File: config.mk
export PLATFORM = sky130hd
export DESIGN_NAME = wb_queue
export DESIGN_NICKNAME = d
export VERILOG_FILES = /design/src/rtl/wbq_pkg.sv /design/src/rtl/wbq_cam_match.sv /design/src/rtl/wb_queue.sv
export SDC_FILE = /design/constraint.sdc
export NUM_CORES = 1
export LEC_CHECK = 0
export BUFFER_PORTS_ARGS = -buffer_cell sky130_fd_sc_hd__buf_4
export CAP_MARGIN = 20
export CELL_PAD_IN_SITES_DETAIL_PLACEMENT = 0
export CELL_PAD_IN_SITES_GLOBAL_PLACEMENT = 1
export CORE_AREA = 2 2 149 122
export DETAILED_ROUTE_END_ITERATION = 16
export DIE_AREA = 0 0 151 124
export PLACE_DENSITY_LB_ADDON = 0.1
export SYNTH_ARGS = -nofsm -noshare
export SYNTH_HDL_FRONTEND = slang
export SYNTH_SLANG_ARGS = --single-unit
File: constraint.sdc
create_clock -name clk -period 5.5 [get_ports clk]
set_clock_uncertainty 0.2 [all_clocks]
set_input_delay 1.65 -clock clk [delete_from_list [all_inputs] [get_ports clk]]
set_output_delay 1.65 -clock clk [all_outputs]
set_load 0.02 [all_outputs]
File: src/rtl/wbq_pkg.sv
// Purpose : shared widths, the hardwired-zero register index and the queue entry type.
// Latency : n/a (declarations only).
// Backpressure : n/a.
// The entry fields define the stored widths. The wb_queue ADDR_W/DATA_W parameters
// must stay equal to WBQ_ADDR_W/WBQ_DATA_W.
package wbq_pkg;

   localparam int WBQ_ADDR_W = 5;
   localparam int WBQ_DATA_W = 32;

   localparam logic [WBQ_ADDR_W-1:0] REG_ZERO = '0;

   // "reg" is a keyword, so the destination field is called regidx.
   typedef struct packed {
      logic                  valid;
      logic [WBQ_ADDR_W-1:0] regidx;
      logic [WBQ_DATA_W-1:0] data;
   } wbq_entry_t;

endpackage

File: src/rtl/wbq_cam_match.sv
// Purpose : associative lookup of one read address against every queued entry.
// Latency : combinational.
// Backpressure : none; a pure function of the entry array, rd_ptr and addr.
// Ports   : ent[DEPTH] entry array, rd_ptr head index, addr query register,
//           hit any valid entry targets addr (never for register 0),
//           mdata data of the youngest matching entry (0 when no hit).
module wbq_cam_match
   import wbq_pkg::*;
#(
   parameter int DEPTH = 4,
   parameter int PTR_W = $clog2(DEPTH)
) (
   input  wbq_entry_t              ent [DEPTH],
   input  logic [PTR_W-1:0]        rd_ptr,
   input  logic [WBQ_ADDR_W-1:0]   addr,
   output logic                    hit,
   output logic [WBQ_DATA_W-1:0]   mdata
);

   logic [PTR_W-1:0] idx;

   // Walk the slots oldest to youngest, starting at the head. A later match
   // overwrites an earlier one, so the entry nearest the write pointer wins.
   always_comb begin
      hit   = 1'b0;
      mdata = '0;
      idx   = rd_ptr;
      for (int k = 0; k < DEPTH; k++) begin
         idx = rd_ptr + PTR_W'(k);
         if (ent[idx].valid && (ent[idx].regidx == addr) && (addr != REG_ZERO)) begin
            hit   = 1'b1;
            mdata = ent[idx].data;
         end
      end
   end

endmodule

File: src/rtl/wb_queue.sv
// Purpose : buffers producer results and retires one per cycle, oldest first, into the register-file write port.
// Latency : an entry pushed into an empty, unstalled queue drives RegWrite in the next cycle. There is no same-cycle pass-through.
// Backpressure : in_ready = !full, even when a pop happens in the same cycle. wb_stall holds the head entry.
// Ports   : clk, reset (synchronous, active high);
//           in_valid/in_ready/in_reg/in_data producer push handshake;
//           wb_stall holds retirement; RegWrite/WriteRegister/WriteData write port;
//           rd_addr1/2 decode read addresses -> pend1/2 hazard flags,
//           byp_hit1/2 + byp_data1/2 youngest queued data;
//           count occupancy.
// Config  : define WBQ_BYPASS_EN to drive the byp_* outputs. Otherwise they are tied to 0.
module wb_queue
   import wbq_pkg::*;
#(
   parameter int DEPTH  = 4,
   parameter int ADDR_W = WBQ_ADDR_W,
   parameter int DATA_W = WBQ_DATA_W
) (
   input  logic                        clk,
   input  logic                        reset,
   input  logic                        in_valid,
   output logic                        in_ready,
   input  logic [ADDR_W-1:0]           in_reg,
   input  logic [DATA_W-1:0]           in_data,
   input  logic                        wb_stall,
   output logic                        RegWrite,
   output logic [ADDR_W-1:0]           WriteRegister,
   output logic [DATA_W-1:0]           WriteData,
   input  logic [ADDR_W-1:0]           rd_addr1,
   input  logic [ADDR_W-1:0]           rd_addr2,
   output logic                        pend1,
   output logic                        pend2,
   output logic                        byp_hit1,
   output logic                        byp_hit2,
   output logic [DATA_W-1:0]           byp_data1,
   output logic [DATA_W-1:0]           byp_data2,
   output logic [$clog2(DEPTH+1)-1:0]  count
);

   localparam int PTR_W = $clog2(DEPTH);
   localparam int CNT_W = $clog2(DEPTH+1);

   wbq_entry_t        q [DEPTH];
   logic [PTR_W-1:0]  rd_ptr;
   logic [PTR_W-1:0]  wr_ptr;
   logic              empty;
   logic              full;
   logic              push;
   logic              pop;
   logic              hit1;
   logic              hit2;

   assign empty    = (count == '0);
   assign full     = (count == CNT_W'(DEPTH));
   assign in_ready = !full;

   // A register-0 result completes the handshake but is dropped, because
   // writing it would have no effect.
   assign push = in_valid && in_ready && (in_reg != REG_ZERO);
   assign pop  = RegWrite;

   assign RegWrite      = !empty && !wb_stall;
   assign WriteRegister = empty ? '0 : q[rd_ptr].regidx;
   assign WriteData     = empty ? '0 : q[rd_ptr].data;

   // The write and read slots are the same only when the queue is empty (no pop)
   // or full (no push), so the two slot updates below never collide.
   always_ff @(posedge clk) begin
      if (reset) begin
         rd_ptr <= '0;
         wr_ptr <= '0;
         count  <= '0;
         for (int i = 0; i < DEPTH; i++) begin
            q[i].valid <= 1'b0;
         end
      end else begin
         if (push) begin
            q[wr_ptr].valid  <= 1'b1;
            q[wr_ptr].regidx <= in_reg;
            q[wr_ptr].data   <= in_data;
            wr_ptr           <= wr_ptr + PTR_W'(1);
         end
         if (pop) begin
            q[rd_ptr].valid <= 1'b0;
            rd_ptr          <= rd_ptr + PTR_W'(1);
         end
         case ({push, pop})
            2'b10:   count <= count + CNT_W'(1);
            2'b01:   count <= count - CNT_W'(1);
            default: count <= count;
         endcase
      end
   end

`ifdef WBQ_BYPASS_EN
   logic [DATA_W-1:0] bd1;
   logic [DATA_W-1:0] bd2;
`endif

   wbq_cam_match #(.DEPTH(DEPTH), .PTR_W(PTR_W)) u_cam1 (
      .ent    (q),
      .rd_ptr (rd_ptr),
      .addr   (rd_addr1),
      .hit    (hit1),
`ifdef WBQ_BYPASS_EN
      .mdata  (bd1)
`else
      .mdata  ()
`endif
   );

   wbq_cam_match #(.DEPTH(DEPTH), .PTR_W(PTR_W)) u_cam2 (
      .ent    (q),
      .rd_ptr (rd_ptr),
      .addr   (rd_addr2),
      .hit    (hit2),
`ifdef WBQ_BYPASS_EN
      .mdata  (bd2)
`else
      .mdata  ()
`endif
   );

   assign pend1 = hit1;
   assign pend2 = hit2;

`ifdef WBQ_BYPASS_EN
   assign byp_hit1  = hit1;
   assign byp_hit2  = hit2;
   assign byp_data1 = bd1;
   assign byp_data2 = bd2;
`else
   assign byp_hit1  = 1'b0;
   assign byp_hit2  = 1'b0;
   assign byp_data1 = '0;
   assign byp_data2 = '0;
`endif

endmodule

# ---- Word level (Yosys, flattened, before mapping)
# Index checks and enable logic that the tools add are counted.
dict set report totals {
  register_bits 159
  latchBits 0
  ramBits 0
  rom_bits 0
  in_bits 51
  output_inout_bits 110
  wordCells 111
  n_memories 0
}
dict set report op_classes {
  n_addsub 6
  mul 0
  div_mod_pow 0
  order_cmp 7
  eq_ne 11
  shift 0
  n_mux 38
  bitwise 5
  reduce_logical 29
}
# operator n
set ops {}
lappend ops {{152-bit bitwise mux} 4}
lappend ops {{152-bit two-way mux} 3}
lappend ops {{38-bit two-way mux} 10}
lappend ops {{38-bit binary-select mux with 2-bit select} 4}
lappend ops {{38-bit demux with 2-bit select} 4}
lappend ops {{32-bit two-way mux} 2}
lappend ops {{5-bit equality test} 8}
lappend ops {{37-bit two-way mux} 1}
lappend ops {{1-bit logical AND} 21}
lappend ops {{3-bit >= comparator, second input constant} 5}
lappend ops {{2-bit inverter with 3-bit output} 5}
lappend ops {{5-bit nonzero test} 3}
lappend ops {{1-bit two-way mux} 8}
lappend ops {{3-bit by 1-bit < comparator with 1-bit output, second input constant} 2}
lappend ops {{3-bit case mux with 2 select lines} 1}
lappend ops {{5-bit two-way mux} 1}
lappend ops {{2-bit by 1-bit adder with 2-bit output, second input constant} 2}
lappend ops {{2-bit adder, second input constant} 2}
lappend ops {{3-bit by 1-bit adder with 3-bit output, second input constant} 1}
lappend ops {{3-bit equality test, second input constant} 1}
lappend ops {{1-bit logical NOT} 3}
lappend ops {{3-bit logical NOT} 1}
lappend ops {{3-bit by 1-bit subtractor with 3-bit output, second input constant} 1}
lappend ops {{2-bit by 1-bit equality test with 1-bit output, second input constant} 1}
lappend ops {{2 further kinds} 2}

# ---- Depth between registers and ports, before layout
# Gate-level depths: netlist of the first run.
dict set report logic_depth {
  word_depth 12
  mapped_depth 14
  ltp_nobuf 10
}

# ---- Hierarchy
# From an unflattened synthesis of the first run, not the netlist that was laid out.
dict set report unflattened {
  cells_unflattened 1851
  area_unflattened_um2 16542.1
}
# module n_inst cells_per_inst area_each_um2 seq_area_each_um2
set modules_own_cells {}
lappend modules_own_cells {wbq_cam_match 2 738 4893.4 0.0}
lappend modules_own_cells {wb_queue 1 375 6755.2 4664.5}

# ---- Least setup slack after synthesis of the first run
# Ideal clock, no wire load.
dict set report synth_path {
  path_kind {register to output}
  from {register rd_ptr[1]}
  to {output port pend1}
  arrival_time_ps 3235
  t_required_ps 3650
  slack_ps 415
  path_stages_with_launch 12
  path_buffers 4
  cell_sequence {dfxtp_1 > clkbuf_1 > buf_2 > buf_1 > inv_1 > ha_1 > buf_2 > mux4_2 > xor2_1 > nor4_1 > a31oi_1 > a21oi_1}
}
dict set report synth_via {
  elab_chain_len 11
  elab_cells_between_ends 35
  classes_between {add/sub (3); eq/ne (4); mux (16); bitwise (4); reduce/logical (8)}
}
# element line_no
set synth_rtl {}
lappend synth_rtl {{start, declared} wb_queue.sv:43} ;# logic [PTR_W-1:0] rd_ptr;
lappend synth_rtl {{start signal, assigned} wb_queue.sv:84} ;# rd_ptr <= rd_ptr + PTR_W'(1);
lappend synth_rtl {{2-bit by 1-bit adder with 2-bit output / 2-bit inverter with 3-bit output (equally long branches)} {wbq_cam_match.sv:29, wbq_cam_match.sv:30}}
lappend synth_rtl {{2-bit inverter with 3-bit output (implied by the code) / 38-bit binary-select mux with 2-bit select (equally long branches)} wbq_cam_match.sv:30} ;# if (ent[idx].valid && (ent[idx].regidx == addr) && (addr != REG_ZERO)) begin
lappend synth_rtl {{38-bit binary-select mux with 2-bit select / 38-bit two-way mux (equally long branches)} wbq_cam_match.sv:30}
lappend synth_rtl {{38-bit two-way mux (implied by the code)} wbq_cam_match.sv:30}
lappend synth_rtl {{38-bit two-way mux (implied by the code) / 5-bit equality test (equally long branches)} wbq_cam_match.sv:30}
lappend synth_rtl {{5-bit equality test / 1-bit logical AND (equally long branches)} wbq_cam_match.sv:30}
lappend synth_rtl {{1-bit logical AND} wbq_cam_match.sv:30}
lappend synth_rtl {{1-bit logical AND / 1-bit two-way mux (equally long branches)} wbq_cam_match.sv:30}
lappend synth_rtl {{1-bit two-way mux (2 in a row)} wbq_cam_match.sv:30}
lappend synth_rtl {{1-bit two-way mux *} wbq_cam_match.sv:30}
lappend synth_rtl {{end, declared} wb_queue.sv:30} ;# output logic pend1,
# Every way passes the cells marked *; elsewhere a longest branch is shown, timed or not. The select of a mux whose other input is x is not followed.

# ---- Final worst setup path of the first run
dict set report layout_path {
  from {register rd_ptr[0]}
  to {output port pend1}
}
dict set report layout_via {
  elab_cells_between_ends 35
  classes_between {add/sub (3); eq/ne (4); mux (16); bitwise (4); reduce/logical (8)}
}
# element line_no
set layout_lines {}
lappend layout_lines {{2-bit adder *} wbq_cam_match.sv:29} ;# idx = rd_ptr + PTR_W'(k);
lappend layout_lines {{named net u_cam1.idx[0]} wbq_cam_match.sv:20} ;# logic [PTR_W-1:0] idx;
lappend layout_lines {{2-bit inverter with 3-bit output (implied by the code) *} wbq_cam_match.sv:30}
lappend layout_lines {{38-bit binary-select mux with 2-bit select *} wbq_cam_match.sv:30}
lappend layout_lines {{38-bit two-way mux (implied by the code) * (2 in a row)} wbq_cam_match.sv:30}
lappend layout_lines {{5-bit equality test} wbq_cam_match.sv:30}
lappend layout_lines {{1-bit logical AND * (2 in a row)} wbq_cam_match.sv:30}
lappend layout_lines {{1-bit two-way mux *} wbq_cam_match.sv:30}
# Mark *: on every way through the listed nets, which the timed path passes. The rest lies on a longest branch. The select of a mux whose other input is x is not followed.

==> impl_results.md, run 1 <==
- Status: complete, no violations
- Initial core utilization: about 45%
- Comb power frac: between 30% and 40%
- Grt total ovfl: 0
- Remaining antenna violation count: 0
- Die H: around 120 um
- Vias: about 4000
- Clock share of power: roughly 27%
- CTS root buf: clkbuf_16
- Area of the mapped netlist: 7766 um^2
- Hold EP: wr_ptr[1]
- Placer Congestion: between 0.8 and 0.9
- Dpl cells: around 770
- Final hold viol count: 0
- IO Pins: around 160
- Startpoint types: flip-flop
- Psw: approximately 0.0014 W
- Worst setup margin: 0.5216 ns
- Max stage delay on crit path: about 0.67 ns
- CTS tree: built
- Most common cell after layout, fill and taps aside: edfxtp_1
- Unrepaired setup endpoints after global routing: no
- Final slew viol count: 0
- Critical Path Sink Type: output pin
- Nets: roughly 630
- Worst reg2reg setup slack: 2.91 ns
- Max cap viols: 0
- H-Tree Depth: 4
- Post-CTS setup buffers: 0
- Number of DRC markers in iteration 0: between 150 and 200
- CTS Buffer Depth: 2
- Sequential Power Share: between 30% and 40%
- CP Max Fanout: 12
- Final Instance Area: between 9000 and 10000 um^2
- Global-route wire length before repair: approximately 23000 um
- Finished Layout Cells: 801
- Hold path start: wr_ptr[1]
- Maximum vdd drop: ~0.25 mV
- CTS Buf Count: 17
- Final wirelength: between 10000 and 15000 um
- Pwr/cell area: around 480 nW/um^2
- GRT Total Usage: around 17%
- Initial antenna violation count: 0
- Largest net degree at the start of global routing: between 40 and 50
- RR Startpoint: count[0]
- Layout cells sized above 1: around a third
- Synth Instances: about 470
- Sw Ratio: ~33%
- Num rows: 43
- Synthesis-stage register bit count: between 150 and 200
- Warnings from Yosys: 0
- Slowest cell on the critical path: ha_1
- DRC viols: 0
- Die W: around 150 um
- Pre-CTS setup slack: approximately 0.81 ns
- Leak pwr: roughly 3.2 nW
- Core area: 17110 um^2
- Clock sinks: 159
- Final setup vio count: 0
- Worst rel slew slack: around 54%
- Required time of the worst setup path: roughly 3.7 ns
- N_diodes: 0
- Crit Reg-Reg Endpoint: count[2]
- Sum Neg Setup Slack: 0 ns
- Most frequent cells in the layout: 148 x edfxtp_1, 100 x buf_4, 66 x conb_1
- Reg clk slew, reported paths: 0.06 ns
- Worst Max-Slew Pin Slew: 0.6952 ns
- Worst path arrival time: roughly 3.1 ns
- Buffers on Ports: between 90 and 100
- Vias in the first global route: 4041
- Final hold slack: between 0.3 and 0.4 ns
- CTS Hold Bufs: 0
- Vias per std cell: 5.071
- Worst path cell trace: inv_1 -> ha_1 -> mux4_2 -> xor2_1 -> nor4_1 -> a31oi_1 -> a21oi_1 -> buf_4
- Internal: 0.002928 W
- Post-DR wirelength/cell: around 18 um
- Post-CTS Resized: 0
- Area Growth Syn to Fin: 17.03%
- Clock latency on the worst-skew pair: a little over 0.4 ns
- Synth cell types: 39
- Setup CP Type: reg2out
- DP Area: approximately 8400 um^2
- Die Area: between 15000 and 20000 um^2
- Syn_area_per_cell: between 15 and 20 um^2
- Classification of the worst-slack hold path: reg2reg
- Final worst path period need: approximately 5.0 ns
- Drt first pass iters: 4
- Post-synthesis sequential area ratio: between 60% and 70%
- Fmax: 200.9 MHz
- DP HPWL: between 9000 and 10000 um
- Layout fillers: between 1000 and 1500
- Reg2Reg Depth: 8
- Cells on Worst Hold Path: 2
- Final worst path period share: between 90% and 100%
## cell usage after synthesis (all sizes together)
library cell | number | area, um^2
nor2b | 37 | 231.5
buf | 82 | 608.1
dfxtp | 11 | 220.2
nand3 | 3 | 15.01
edfxtp | 148 | 4444
fa | 1 | 20.02
o311ai | 1 | 8.760
o211a | 1 | 10.01
and3 | 2 | 12.51
nand2 | 3 | 11.26
or4 | 3 | 22.52
xor2 | 32 | 280.3
conb | 1 | 3.750
a211oi | 5 | 37.54
ha | 9 | 112.6
or3 | 1 | 6.260
o41ai | 1 | 16.27
inv | 8 | 30.03
o21ai | 2 | 10.01
nand4 | 1 | 6.260
o22a | 1 | 8.760
o31ai | 1 | 7.510
mux4 | 54 | 1254
a31oi | 3 | 18.77
and2 | 4 | 25.02
mux2i | 6 | 63.81
nor2 | 8 | 30.03
clkbuf | 13 | 50.04
xnor2 | 13 | 113.9
nor4 | 6 | 37.54
nor3 | 1 | 5.000
a21oi | 9 | 45.04
## critical path: cells and delay by family (launching register included)
kind | cells | cell delay [ns]
buffers and inverters | 2 | 0.23
AND/OR/NAND/NOR | 1 | 0.32
adder cells (fa/ha/maj) | 1 | 0.67
XOR/XNOR | 1 | 0.16
AO/OA/AOI/OAI | 2 | 0.35
multiplexers | 1 | 0.63
flip-flops | 1 | 0.34
## per-layer routing
metal / GRT usage, % / wire length, um / vias up
li1: - / - / 1851
met1: 21.38 / 6419 / 2074
met2: 28.15 / 7380 / 127
met3: 4.432 / 805 / 10
met4: 4.556 / 139 / 0
met5: 0 / 0 / -
## layout make-up
cell class                      instances  area, um^2  area share (%)
Sequential cell                       159        4669           51.38
Multi-Input combinational cell        274        2668           29.35
Timing Repair Buffer                  105       842.1           9.265
Clock buffer                           18       429.2           4.722
Tap cell                              225       281.5           3.097
Clock inverter                         12       168.9           1.858
Inverter                                8       30.03          0.3304
## power groups by stage
stage / sequential, W / combinational, W / clock, W
global route: 0.00145 / 0.00189 / 0.00125
CTS: 0.00145 / 0.00175 / 0.00121
detailed placement: 0.00147 / 0.00175 / 0
floorplan: 0.00147 / 0.00122 / 0
global placement: 0.00147 / 0.00175 / 0
finish: 0.00144 / 0.00173 / 0.00118
## worst max path at each step
stage	start	endpoint	slack [ns]	cells past startpoint
global placement	rd_addr2[3]	pend2	0.79	7
floorplan	rd_ptr[1]	pend1	0.41	11
finish	rd_ptr[0]	pend1	0.52	8
global route	rd_ptr[0]	pend1	0.31	8
CTS	rd_ptr[0]	pend1	0.48	8
detailed placement	rd_addr2[3]	pend2	0.81	7
## cell families (layout without fill, tap and decap cells)
logic type | Yosys count | in the layout | share of synthesized area (%)
flip-flops | 159 | 159 | 60.06
XOR/XNOR | 45 | 45 | 5.075
AO/OA/AOI/OAI | 24 | 24 | 2.095
multiplexers | 60 | 60 | 16.96
buffers and inverters | 103 | 143 | 8.861
adder cells (fa/ha/maj) | 10 | 10 | 1.708
AND/OR/NAND/NOR | 69 | 69 | 5.188
other | 1 | 66 | 0.04829
## stage by stage
| step | total power, W | util (%) |
|---|---|---|
| global route | 0.004594 | 53.12 |
| global placement | 0.003216 | 49.09 |
| detailed placement | 0.003218 | 49.33 |
| CTS | 0.004406 | 52.82 |
| finish | 0.004358 | 53.12 |
| floorplan | 0.002695 | - |
(Power assumes the default switching activity.)
==> inputs of run 2 (changes only) <==
--- a/config.mk
+++ b/config.mk
@@ -9,9 +9,10 @@
 export CAP_MARGIN = 20
 export CELL_PAD_IN_SITES_DETAIL_PLACEMENT = 0
 export CELL_PAD_IN_SITES_GLOBAL_PLACEMENT = 1
-export CORE_AREA = 2 2 149 122
+export CORE_AREA = 2 2 159 130
 export DETAILED_ROUTE_END_ITERATION = 16
-export DIE_AREA = 0 0 151 124
+export DIE_AREA = 0 0 161 132
+export GPL_TIMING_DRIVEN = 1
 export PLACE_DENSITY_LB_ADDON = 0.1
 export SYNTH_ARGS = -nofsm -noshare
 export SYNTH_HDL_FRONTEND = slang
==> run 2 against run 1 <==
  * Setup slack got worse by 0.21 ns
  * Routed wire length increased by 5.0%
  * Sequential power about the same
  * Sequential share of layout area about the same
  * Flip-flop and latch count unchanged
  * First-iteration DRC count increased by 21%
  * Highest routed layer unchanged
  * Fmax decreased by 4.0%
  * Utilization decreased by 6.6 points
  * Global-route usage decreased by 1.6 points
  * Register-to-register slack got worse by 0.21 ns
  * Cell area about the same
  * Worst hold slack improved by 0.0055 ns
==> impl_results.md, run 2 (synthesis gave the netlist of run 1 again) <==
- CTS root buf: clkbuf_16
- Final setup vio count: 0 (unchanged)
- H-Tree Depth: 4 (unchanged)
- Die H: 132 um (+6.5%)
- CP Max Fanout: 16 (+4)
- Clock share of power: 27.9% (+0.8 points)
- CTS Hold Bufs: 0 (unchanged)
- Clock sinks: 159 (unchanged)
- Worst rel slew slack: 46.98% (-6.7 points)
- Sequential Power Share: 32.8% (-0.3 points)
- Vias: 4001 (-1.5%)
- Startpoint types: flip-flop
- Remaining antenna violation count: 0 (unchanged)
- Delay-heaviest family, CP: adder cells
- Vias in the first global route: 4165 (+3.1%)
- Final worst path period share: 94.25% (+3.7 points)
- Num rows: 46 (+7.0%)
- Worst path arrival time: 3.33 ns (+0.20 ns)
- Pwr/cell area: 484.6 nW/um^2 (+1.1%)
- Layout cells sized above 1: 32.29% (+0.35 points)
- Global-route wire length before repair: 23800 um (+5.2%)
- Layout fillers: 1701 (+23%)
- Fmax: 192.9 MHz (-4.0%)
- GRT Total Usage: 15.04% (-1.6 points)
- Worst setup margin: 0.3164 ns (-0.2051 ns)
- N_diodes: 0 (unchanged)
- CP Depth: 8 (unchanged)
- Sum Neg Setup Slack: 0 ns (unchanged)
- Required time of the worst setup path: 3.65 ns (about the same)
- Most common cell after layout, fill and taps aside: edfxtp_1
- Setup CP Type: reg2out
- Worst path cell trace: inv_1 -> ha_1 -> mux4_2 -> xor2_1 -> nor4_1 -> a31oi_1 -> a21oi_1 -> buf_4
- Critical Path Sink Type: output pin
- Psw: 0.001479 W (+3.4%)
- Met3 wire length: 971 um (+21%)
- CTS Buffer Depth: 2 (unchanged)
- DRC viols: 0 (unchanged)
- Hold path start: wr_ptr[1]
- Reg2Reg Depth: 9 (+1)
- Die Area: 21250 um^2 (+14%)
- Max stage delay on crit path: 0.81 ns (+0.14 ns)
- Internal: 0.002929 W (about the same)
- Post-DR wirelength/cell: 18.43 um (+0.14%)
- Unrepaired setup endpoints after global routing: no
- IO Pins: 161 (unchanged)
- Reg clk slew, reported paths: 0.06 ns (about the same)
- Classification of the worst-slack hold path: reg2reg
- DP HPWL: 9915 um (+2.0%)
- CTS tree: built
- CTS Buf Count: 17 (unchanged)
- Most frequent cells in the layout: 148 x edfxtp_1, 103 x buf_4, 66 x conb_1
- Worst Max-Slew Pin Slew: 0.7953 ns (+0.1001 ns)
- RR Startpoint: count[0]
- Buffers on Ports: 94 (unchanged)
- Initial antenna violation count: 0 (unchanged)
- DP Area: 8482 um^2 (+0.50%)
- Final Instance Area: 9097 um^2 (about the same)
- Post-layout util: 46.49% (-6.6 points)
- Maximum vdd drop: 0.2642 mV (+6.2%)
- Nets: 625 (-0.16%)
- Area Growth Syn to Fin: 17.14% (about the same)
- Routed wl met2: 7688 um (+4.2%)
- DRT met1 WL: 6735 um (+4.9%)
- Slowest cell on the critical path: ha_1
- Final wirelength: 15490 um (+5.0%)
- Initial core utilization: 39.69% (-5.7 points)
- Leak pwr: 3.228 nW (-0.16%)
- Clock latency on the worst-skew pair: 0.41 ns (about the same)
- Post-CTS setup buffers: 0 (unchanged)
- Crit path buffers/inverters: 2 (unchanged)
- Max cap viols: 0 (unchanged)
- Die W: 161 um (+6.6%)
- Core area: 19570 um^2 (+14%)
- Comb power frac: 39.2% (-0.6 points)
- Setup crit start: rd_ptr[0]
- Largest net degree at the start of global routing: 48 (unchanged)
- Final worst path period need: 5.184 ns (+0.2051 ns)
- Cells on Worst Hold Path: 2 (unchanged)
- Number of DRC markers in iteration 0: 217 (+21%)
- Sw Ratio: 33.56% (+0.74 points)
- Placer Congestion: 0.8291 (+2.9%)
- Final slew viol count: 0 (unchanged)
- Pre-CTS setup slack: 0.7151 ns (-0.09514 ns)
- Max Used Layer: met4
- Grt total ovfl: 0 (unchanged)
- Final hold viol count: 0 (unchanged)
- Status: complete, no violations
- Drt first pass iters: 4 (unchanged)
- Vias per std cell: 4.763 (-6.1%)
- Post-CTS Resized: 0 (unchanged)
-- run 2: final timing paths --
| check | slack, ns | end |
|---|---|---|
| min reg2reg | 0.31 | wr_ptr[1] |
| max | 0.32 | pend1 |
| max reg2reg | 2.70 | count[2] |
| min | 0.31 | wr_ptr[1] |
-- run 2: area by class of cell --
cell class	instances	area, um^2	area share [%]
clock buffer	18	429.2	4.717
clock inverter	13	186.4	2.049
inverter	8	30.03	0.3301
multi-input combinational	274	2668	29.32
sequential	159	4669	51.33
tap	264	330.3	3.631
timing repair buffer	104	784.5	8.623
-- run 2: metrics by stage --
stage / instances / hold WS (ns) / total power (W)
finish: 840 / 0.3109 / 0.004409
global route: 840 / 0.3477 / 0.004652
CTS: 840 / 0.3107 / 0.004484
detailed placement: 809 / 0.3015 / 0.003239
global placement: 808 / 0.2867 / 0.003225
floorplan: 536 / 0.2692 / 0.002695
-- run 2: power by group through the flow --
| stage | Clock (W) | Combinational [W] | Sequential (W) |
|---|---|---|---|
| after floorplan | 0 | 0.00122 | 0.00147 |
| after global placement | 0 | 0.00176 | 0.00147 |
| after detailed placement | 0 | 0.00176 | 0.00147 |
| after CTS | 0.00126 | 0.00177 | 0.00145 |
| after global routing | 0.00132 | 0.00188 | 0.00146 |
| final | 0.00123 | 0.00173 | 0.00145 |
-- run 2: worst reg2reg max path, cell delays in order, from the launching register on --
cell and delay [ns]:
dfxtp_1 0.41, nor3_2 0.11, buf_6 0.16, nor2_1 0.50, ha_1 0.31, inv_1 0.06, fa_1 0.37, xor2_1 0.16
or3_1 0.30, a21oi_1 0.14
-- run 2: routing by layer --
metal | up-vias | GRT usage (%)
met5 | - | 0
met4 | 0 | 3.571
met3 | 7 | 5.127
met2 | 134 | 24.85
met1 | 2013 | 19.23
li1 | 1847 | -
==> inputs of run 3 (changes only) <==
--- a/config.mk
+++ b/config.mk
@@ -5,13 +5,14 @@
 export SDC_FILE = /design/constraint.sdc
 export NUM_CORES = 1
 export LEC_CHECK = 0
+export ABC_AREA = 1
 export BUFFER_PORTS_ARGS = -buffer_cell sky130_fd_sc_hd__buf_4
 export CAP_MARGIN = 20
 export CELL_PAD_IN_SITES_DETAIL_PLACEMENT = 0
 export CELL_PAD_IN_SITES_GLOBAL_PLACEMENT = 1
-export CORE_AREA = 2 2 159 130
+export CORE_AREA = 2 2 161 132
 export DETAILED_ROUTE_END_ITERATION = 16
-export DIE_AREA = 0 0 161 132
+export DIE_AREA = 0 0 163 134
 export GPL_TIMING_DRIVEN = 1
 export PLACE_DENSITY_LB_ADDON = 0.1
 export SYNTH_ARGS = -nofsm -noshare
==> run 3 against run 2 <==
  * Area after synthesis up 2.8%
  * Sequential share of layout area shrank 1.4 points
  * Clock power is 5% lower
  * Power is 7.3% higher
  * Combinational power is 23% higher
  * Cell area is 2.8% higher
  * Critical endpoint unchanged
==> impl_results.md, run 3 <==
- Synthesis-stage register bit count: 159 (unchanged)
- Classification of the worst-slack hold path: reg2reg
- Final hold slack: 0.3031 ns (-0.007795 ns)
- Remaining antenna violation count: 0 (unchanged)
- Async SR Flop Fraction: 0% (unchanged)
- Number of DRC markers in iteration 0: 444 (+100%)
- Area of the mapped netlist: 7983 um^2 (+2.8%)
- Nets: 1015 (+62%)
- Die W: 163 um (+1.2%)
- Final worst path period need: 4.652 ns (-0.5318 ns)
- CP Max Fanout: 95 (+79)
- Initial core utilization: 39.35% (-0.34 points)
- DRC viols: 0 (unchanged)
- Max cap viols: 0 (unchanged)
- Placer Congestion: 0.8334 (+0.52%)
- Final wirelength: 19270 um (+24%)
- Final worst path period share: 84.58% (-9.7 points)
- Worst path arrival time: 2.80 ns (-0.53 ns)
- Synth top area share: 55.67% (-1.6 points)
- Reg2Reg Depth: 8 (-1)
- Grt total ovfl: 0 (unchanged)
- Most common cell after layout, fill and taps aside: nand2_1
- Worst rel slew slack: 30.25% (-17 points)
- Post-CTS setup buffers: 0 (unchanged)
- CTS root buf: clkbuf_16
- CTS tree: built
- Vias in the first global route: 5328 (+28%)
- Most frequent cells in the layout: 174 x nand2_1, 171 x nor2_1, 148 x edfxtp_1
- Drt first pass iters: 8 (+4)
- CTS Hold Bufs: 0 (unchanged)
- Status: complete, no violations
- Post-synth top cells: 175 x nor2_1, 174 x nand2_1, 148 x edfxtp_1
- Synth cell types: 23 (-41%)
- Num rows: 47 (+2.2%)
- Worst Max-Slew Pin Slew: 1.046 ns (+0.2509 ns)
- Top_reg_cell synth: edfxtp_1
- Vias: 5948 (+49%)
- Post-CTS Resized: 0 (unchanged)
- Syn_area_per_cell: 9.229 um^2 (-44%)
- Reg clk slew, reported paths: 0.07 ns (about the same)
- Core area: 20290 um^2 (+3.7%)
- Die Area: 21840 um^2 (+2.8%)
- Synth Instances: 865 (+84%)
- H-Tree Depth: 4 (unchanged)
- Final hold viol count: 0 (unchanged)
- Sum Neg Setup Slack: 0 ns (unchanged)
- N_diodes: 0 (unchanged)
- DP HPWL: 12020 um (+21%)
- Required time of the worst setup path: 3.65 ns (about the same)
- Startpoint types: flip-flop
- Clock latency on the worst-skew pair: 0.41 ns (about the same)
- Largest net degree at the start of global routing: 96 (+100%)
- Clock sinks: 159 (unchanged)
- Area Growth Syn to Fin: 17.16% (about the same)
- Post-synthesis sequential area ratio: 58.43% (-1.6 points)
- Post-synth top area cell: edfxtp_1
- Global-route wire length before repair: 29550 um (+24%)
- Initial antenna violation count: 0 (unchanged)
- Maximum vdd drop: 0.5268 mV (+99%)
- IO Pins: 161 (unchanged)
- Post-synth EDFFs: 148 (unchanged)
- CTS Buffer Depth: 2 (unchanged)
- Fmax: 215.0 MHz (+11%)
- Pwr/cell area: 505.9 nW/um^2 (+4.4%)
- CTS Buf Count: 17 (unchanged)
- Die H: 134 um (+1.5%)
- Cells on Worst Hold Path: 2 (unchanged)
- Warnings from Yosys: 0 (unchanged)
- Vias per std cell: 4.812 (+1.0%)
- Unrepaired setup endpoints after global routing: no
- Layout cells sized above 1: 14.79% (-18 points)
- GRT Total Usage: 17.80% (+2.8 points)
- Setup CP Type: reg2out
- Final slew viol count: 0 (unchanged)
- Final setup vio count: 0 (unchanged)
- Synth top area cells: edfxtp_1 56%, nor2_1 8.2%, nand2_1 8.2%
- Buffers on Ports: 94 (unchanged)
- Post-DR wirelength/cell: 15.59 um (-15%)
- Critical Path Sink Type: output pin
- Leak pwr: 3.838 nW (+19%)
- Most numerous cell in the Yosys netlist: nor2_1
[run 3: metal layers]
layer	global-route usage, %	routed length, um
met2	28.79	9027
met1	25.17	9131
met4	3.245	60
met3	3.618	1047
met5	0	0
[run 3: cell type report]
type	count	area, um^2
repair buffers	106	820.8
flip-flops and latches	159	4667
well taps	269	336.6
inverters	27	101.3
fillers	1947	10940
clock inverters	14	155.1
multi-input cells	643	2843
clock buffers	18	429.2
[run 3: path summary, 6_finish.rpt]
check,endpoint,slack [ns],start
hold reg to reg,q[37],0.30,q[37]
hold / removal,q[37],0.30,q[37]
setup / recovery,pend1,0.85,rd_ptr[0]
setup reg to reg,flip-flop,2.79,count[0]
[run 3: metrics by stage]
stage	util [%]	instance area (um^2)	std cells	total power, W	setup slack [ns]
6_report	46.10	9353	1236	0.004732	0.8482
3_5_place_dp	43.22	8768	1204	0.003615	0.9560
5_1_grt	46.10	9353	1236	0.005059	0.5513
3_3_place_gp	43.22	8768	1204	0.003634	0.9527
2_1_floorplan	-	8227	930	0.002876	1.217
4_1_cts	46.10	9353	1236	0.004789	0.8177
[run 3: critical path, cell delays in order (launching register included)]
cell and delay (ns):
dfxtp_2 0.33, buf_4 0.72, nand2_1 0.22, nand2_1 0.13, nand2_1 0.07, nand2_1 0.18, nor2_1 0.08, nor2_1 0.12
nand3_1 0.08, nand2_1 0.07, nor2_1 0.03, nor2_1 0.09, buf_4 0.15
[run 3: logic make-up after synthesis]
logic type,Yosys count,share of synthesized area (%)
simple gates,450,22.76
flops,159,58.43
buf+inv,128,9.451
compound gates,117,7.649
fa+ha+maj,10,1.661
other cells,1,0.04698
[run 3: report_power, final]
group	internal, W	switching [W]
Combinational	0.000686	0.00144
Sequential	0.00140	0.0000298
Clock	0.000677	0.000493
